**src/rtl/fifo_rd_stream.sv**
```systemverilog
`default_nettype none
// ============================================================================
// Module      : fifo_rd_stream
// Description : Read-side output stage of the asynchronous FIFO. Converts the
//               pointer-based read interface (empty flag in, read enable out,
//               one-cycle registered memory read latency) into a valid/ready
//               stream. A 2-entry output buffer plus an in-flight marker
//               sustains one word per cycle and never drops or duplicates a
//               word under back-pressure.
// Revision    : 1.0 - initial release
// ============================================================================
module fifo_rd_stream #(
    parameter int D_WIDTH = 8
) (
    input  logic               clk,
    input  logic               rst,
    input  logic               i_empty_flag,
    output logic               o_rd_en,
    input  logic [D_WIDTH-1:0] i_mem_rdata,
    output logic               o_m_valid,
    input  logic               i_m_ready,
    output logic [D_WIDTH-1:0] o_m_data,
    output logic [1:0]         o_level
);

    localparam int C_DEPTH = 2;

    // In-flight marker: a pop last cycle means i_mem_rdata is valid now.
    logic               r_inflight;
    // Buffer pointers (one bit each, natural wrap 1 -> 0) and occupancy.
    logic               r_wptr;
    logic               r_rptr;
    logic [1:0]         r_cnt;
    logic [D_WIDTH-1:0] r_entry [C_DEPTH];

    logic               w_acc;
    logic               w_pop;
    logic [2:0]         w_occ_next;

    // Consumer handshake and the occupancy the buffer will have next cycle.
    // Three bits keep the subtraction safe; acc implies cnt >= 1 so the
    // result never actually goes negative.
    always_comb begin
        w_acc      = o_m_valid & i_m_ready;
        w_occ_next = {1'b0, r_cnt} + {2'b00, r_inflight} - {2'b00, w_acc};
    end

    // Pop request: only when the FIFO has data and, counting the word that
    // would arrive next cycle, the buffer can never exceed two entries.
    // Because the bound uses the same-cycle accept, a full buffer that is
    // being drained can request a new word in that very cycle.
    always_comb begin
        o_rd_en = ~rst & ~i_empty_flag & (w_occ_next <= 3'd1);
        w_pop   = o_rd_en & ~i_empty_flag;
    end

    // Buffer state: capture returning words, advance the read side on
    // accept, track occupancy. Reset discards anything still in flight.
    always_ff @(posedge clk) begin
        if (rst) begin
            r_inflight <= 1'b0;
            r_wptr     <= 1'b0;
            r_rptr     <= 1'b0;
            r_cnt      <= 2'd0;
            r_entry[0] <= '0;
            r_entry[1] <= '0;
        end else begin
            r_inflight <= w_pop;
            if (r_inflight) begin
                r_entry[r_wptr] <= i_mem_rdata;
                r_wptr          <= ~r_wptr;
            end
            if (w_acc) begin
                r_rptr <= ~r_rptr;
            end
            r_cnt <= w_occ_next[1:0];
        end
    end

    // Stream outputs come straight from the buffer registers.
    always_comb begin
        o_m_valid = (r_cnt != 2'd0);
        o_m_data  = r_entry[r_rptr];
        o_level   = r_cnt;
    end

`ifndef SYNTHESIS
    // Occupancy bound and no-pop-on-empty guarantee.
    always @(posedge clk) begin
        if (!rst) begin
            assert (r_cnt <= 2'd2)
                else $error("fifo_rd_stream: occupancy above 2");
            assert (!(o_rd_en && i_empty_flag))
                else $error("fifo_rd_stream: read enable while empty");
        end
    end
`endif

endmodule
`default_nettype wire

```
**config.mk**
```make
export PLATFORM = sky130hd
export DESIGN_NAME = fifo_rd_stream
export DESIGN_NICKNAME = d
export VERILOG_FILES = /design/src/rtl/fifo_rd_stream.sv
export SDC_FILE = /design/constraint.sdc
export NUM_CORES = 1
export LEC_CHECK = 0
export ABC_AREA = 1
export CAP_MARGIN = 20
export CORE_MARGIN = 2
export CORE_UTILIZATION = 38
export DETAILED_ROUTE_END_ITERATION = 16
export SLEW_MARGIN = 20
export SYNTH_ARGS = -nofsm -noshare
export SYNTH_HDL_FRONTEND = slang
export SYNTH_SLANG_ARGS = --single-unit
```
**constraint.sdc**
```tcl
create_clock -name clk -period 3 [get_ports clk]
set_input_delay 0.6 -clock clk [delete_from_list [all_inputs] [get_ports clk]]
set_output_delay 0.6 -clock clk [all_outputs]
set_load 0.005 [all_outputs]
```
Word-level counts from Yosys, hierarchy flattened
Memories as Yosys holds them, arrays and structs flattened. A register that Yosys moved wholly into a read port is not among the register bits. Index checks and enable logic that the tools add are counted. Widths: inputs -> output; s select.

Register bits after elaboration: 5. Bits in latches: 0. Bits in writable memories: 16. ROM bits: 0. Input port bits: 12. Logic and storage cells: 28. Memories kept: 1.

Memory list: r_entry (words 2, width 8, read ports 1, clocked after memory_dff 1, wr ports 2, line 34) `logic [D_WIDTH-1:0] r_entry [C_DEPTH];`.

Add/sub/neg operators: 2. Multipliers: 0. Div/mod/pow operators: 0. Magnitude comparators: 1. Equality and inequality tests: 0. Shift-type cells: 0. Muxes and demuxes: 10. Bitwise logic cells: 8. Reductions and logical operators: 2.

Operators with widths (number): $mux 1 (9); $mux 8 (1); $reduce_or 8->1 (1); $and 1x1->1 (4); $not 1->1 (4); $add 2x1->3 (1); $le 3x1->1 const B (1); $sub 3x1->3 (1); $reduce_bool 2->1 (1).

Longest topological paths before layout
Depth in word-level cells: 6. Mapped depth: 9.

Least setup slack after synthesis
OpenSTA, ideal clock, no wires.

Kind: input-to-output. Start point: input i_m_ready. End point: output o_rd_en. Arrival time: 1818 ps. Required time: 2400 ps. Setup slack: 582 ps. Stages on the path: 9. Buffers on the path: 0. Cells stage by stage: inv_1 nor2_2 ha_1 inv_1 ha_1 fa_1 inv_1 nand2_1 nor2_1.

Longest elaborated chain between the ends: 4.

RTL lines: start: declaration (line 21) `input logic i_m_ready,`; $and 1x1->1 (line 44) `w_acc = o_m_valid & i_m_ready;`; named net w_acc (line 36) `logic w_acc;`; $sub 3x1->3 (line 45) `w_occ_next = {1'b0, r_cnt} + {2'b00, r_inflight} - {2'b00, w_acc};`; named net w_occ_next[1] (line 38) `logic [2:0] w_occ_next;`; $le 3x1->1 (line 53) `o_rd_en = ~rst & ~i_empty_flag & (w_occ_next <= 3'd1);`; $and 1x1->1 (line 53); end: declaration (line 18) `output logic o_rd_en,`.

The timed path passes the listed nets, and every way through them passes these cells.

Worst setup path after layout
Ends and elaborated chain as after synthesis.

==> key figures <==
Run status
  • Status: finished, final reports clean

Cells and area
  • Area Overhead vs Synth: 30.17%
  • Final Util: 0.5168
  • Final nets: 133
  • Ant. Diodes: 0
  • Layout cell share with drive strength beyond 1: 0.1795
  • Layout Cells excl Fill: 147

Worst setup path
  • Crit path capture type: output port
  • CP Depth: 11
  • Max Fanout on Critical Path: 2
  • Cell Chain, Critical Path: dlygate4sd2_1, inv_1, nor2_2, ha_1, inv_1, ha_2, fa_1, inv_1, nand2_1, nor2_1, buf_2
  • Worst reg2reg path startpoint: o_level[1]
  • Critical Path AT: 2.20 ns
  • Worst EP required: roughly 2.4 ns
  • Crit path max-delay family: adder cells
  • CP Class: in2out
  • Reg2Reg Depth: 9
  • Bufs and invs on worst path: 5
  • Reg-to-Reg End: r_inflight
  • Most frequent CP cell: inv_1
  • Setup crit end: o_rd_en
  • CP Launch Type: primary input
  • CP peak stage delay: 0.40 ns
  • CP max-delay cell: fa_1
  • Reg2reg setup slack: 1.21 ns
  • Crit path from: i_m_ready

Routing
  • Met1 wire length: 707 µm
  • DR top layer: met4
  • DR WL met2: 849 µm
  • Metal3 WL: between 70 and 80 µm
  • WL/cell: 11.20 µm
  • Post-DR vias/cell: ~4.5
  • Vias: about 670
  • Post-route DRC: 0
  • Post-Route WL: 1.646 mm
  • 1st-iter DRT viols: 4
  • Routed Antenna Nets: 0
  • 1st-pass router iterations: 3

Floorplanning
  • Row count: 18
  • Die Area: 2986 µm²
  • Horiz. Die Dim: 54.65 µm
  • Core Box Area: 2455 µm²
  • Number of top-level pins: 24
  • Die height: 54.65 µm
  • Initial Util: 0.3970

Clocking
  • Clk slew on worst S/H paths: 0.12 ns
  • Sink Count: 22
  • Longest Clk Path Bufs: 2
  • CTS tree: yes
  • Total CTS buffers: 3
  • Worst skew pair latency: approximately 0.3 ns
  • H-tree lvl count: 1
  • Cell chosen for the clock root: clkbuf_4

Yosys
  • Syn Nets: ~100
  • Register area share after synthesis: 0.6162
  • Post-synth cell types: 15
  • Avg Synthesized Cell Area: 10.95 µm²
  • FF+latch count, synth: 22
  • Post-synthesis cell count: 89
  • Synth warn: 0
  • Syn Std Cell Area: 974.7 µm²

GRT
  • Initial antenna violation count: 0
  • Largest net degree at the start of global routing: 13
  • First-pass GRT wire length: about 2.8 mm
  • Vias in the first global route: 667
  • Total global routing overflow: 0
  • Gr usage total: 0.1349

Placed design
  • GPL Wtd Cong: between 0.6 and 0.7
  • Pre-CTS setup slack: -0.4558 ns
  • Buffers added on ports: 23
  • Post-DP HPWL: between 1 and 1.5 mm
  • Placed cell count: 141

Hold path
  • Worst Hold Launch: r_wptr
  • Worst Hold Class: reg2reg

Timing
  • Setup_tns: 0 ns
  • Final count of hold timing violations: 0
  • Max_slew headroom: 0.7516
  • Slew Limit Fails: 0
  • RSZ-0062 raised after global routing: no
  • Clock skew: about 0.0064 ns
  • Final setup vio count: 0
  • Final min period: 2.802 ns
  • Worst-margin pin slew: 0.3722 ns
  • Fmax: 356.9 MHz
  • Final WS setup: ~0.2 ns
  • Crit share post-route: 0.9341

Power and ir drop
  • Cell Pwr Density: 694.8 nW/µm²
  • Tot Pwr: 881.5 µW
  • P_leak: 0.5481 nW
  • Worst vdd ir: 0.3875 mV

Run
  • Max-Cap Viols: 0
## synthesized netlist by cell type
| library cell | instances | area, µm² |
|---|---|---|
| buf_6 | 1 | 11.26 |
| dfxtp_1 | 6 | 120.1 |
| edfxtp_1 | 16 | 480.5 |
| fa_1 | 1 | 20.02 |
| ha_1 | 2 | 25.02 |
| inv_1 | 15 | 56.30 |
| inv_2 | 2 | 7.510 |
| mux2_2 | 8 | 90.09 |
| nand2_1 | 6 | 22.52 |
| nand2_2 | 1 | 6.260 |
| nand3_1 | 2 | 10.01 |
| nand3_2 | 1 | 10.01 |
| nor2_1 | 25 | 93.84 |
| nor2_2 | 2 | 12.51 |
| xnor2_1 | 1 | 8.760 |
## state kept, by name, indices dropped and copies added (netlist names), named ones only
| name | count |
|---|---|
| r_entry | 16 |
| o_level | 2 |
| r_inflight | 1 |
| r_rptr | 1 |
| r_wptr | 1 |
## what timing repair did
action / 4_1_cts / 5_1_grt
setup buffers: 2 / 0
endpoints found under the setup margin: 1 / 0
resized for setup: 6 / 0
hold buffers: 0 / 0
## routing by layer
metal | vias to the layer above | GRT usage
met5 | - | 0
met4 | 0 | 0.07500
met3 | 2 | 0.02459
met2 | 14 | 0.2282
met1 | 313 | 0.1597
li1 | 338 | -
## layout make-up
| cell class | count | area (µm²) |
|---|---|---|
| repair buffers | 25 | 239.0 |
| multi-input cells | 49 | 301.5 |
| well taps | 30 | 37.54 |
| clock buffers | 3 | 22.52 |
| inverters | 17 | 63.81 |
| fillers | 253 | 1186 |
| flip-flops and latches | 22 | 600.6 |
| clock inverters | 1 | 3.754 |
## worst min path at each step
| stage | end | slack, ns | depth (start not counted) |
|---|---|---|---|
| CTS | register | 0.52 | 2 |
| detailed placement | register | 0.49 | 2 |
| global placement | r_rptr | 0.50 | 2 |
| finish | r_wptr | 0.52 | 2 |
| floorplan | register | 0.47 | 2 |
| global route | r_wptr | 0.54 | 2 |
## worst min-delay path, cell delays in order (launching register included)
cell	delay (ns)
dfxtp_1	0.36
nand3_1	0.08
nand2_1	0.05
## power by group
group	internal (mW)	leakage (nW)	total (mW)	switching (mW)
sequential	0.385	0.215	0.424	0.0394
combinational	0.190	0.318	0.323	0.132
clock	0.0484	0.0154	0.134	0.0859
total	0.624	0.548	0.881	0.258
## stage by stage
| stage | hold slack (ns) | cell area [µm²] |
|---|---|---|
| after detailed placement | 0.4861 | 1231 |
| final | 0.5171 | 1269 |
| after CTS | 0.5202 | 1269 |
| after global routing | 0.5425 | 1269 |
| after global placement | 0.4953 | 1231 |
| after floorplan | 0.4675 | 974.7 |
## kinds of logic after synthesis
group,synth area share
AND/OR/NAND/NOR,0.1592
flip-flops,0.6162
buffers and inverters,0.07702
multiplexers,0.09243
adder cells (fa/ha/maj),0.04621
XOR/XNOR,0.008988
## cells in the final DEF (no fill, tap or decap)
cell / instances
nand3_1: 2
nand2_2: 1
ha_1: 1
inv_1: 15
clkdlybuf4s50_1: 21
nand2_1: 6
ha_2: 1
inv_2: 2
nor2_2: 2
clkinv_1: 1
nor2_1: 25
buf_4: 2
fa_1: 1
edfxtp_1: 16
dlygate4sd2_1: 1
dfxtp_1: 6
xnor2_1: 1
nand3_2: 1
clkbuf_4: 3
buf_2: 1
mux2_2: 8
(Power assumes the default switching activity.)
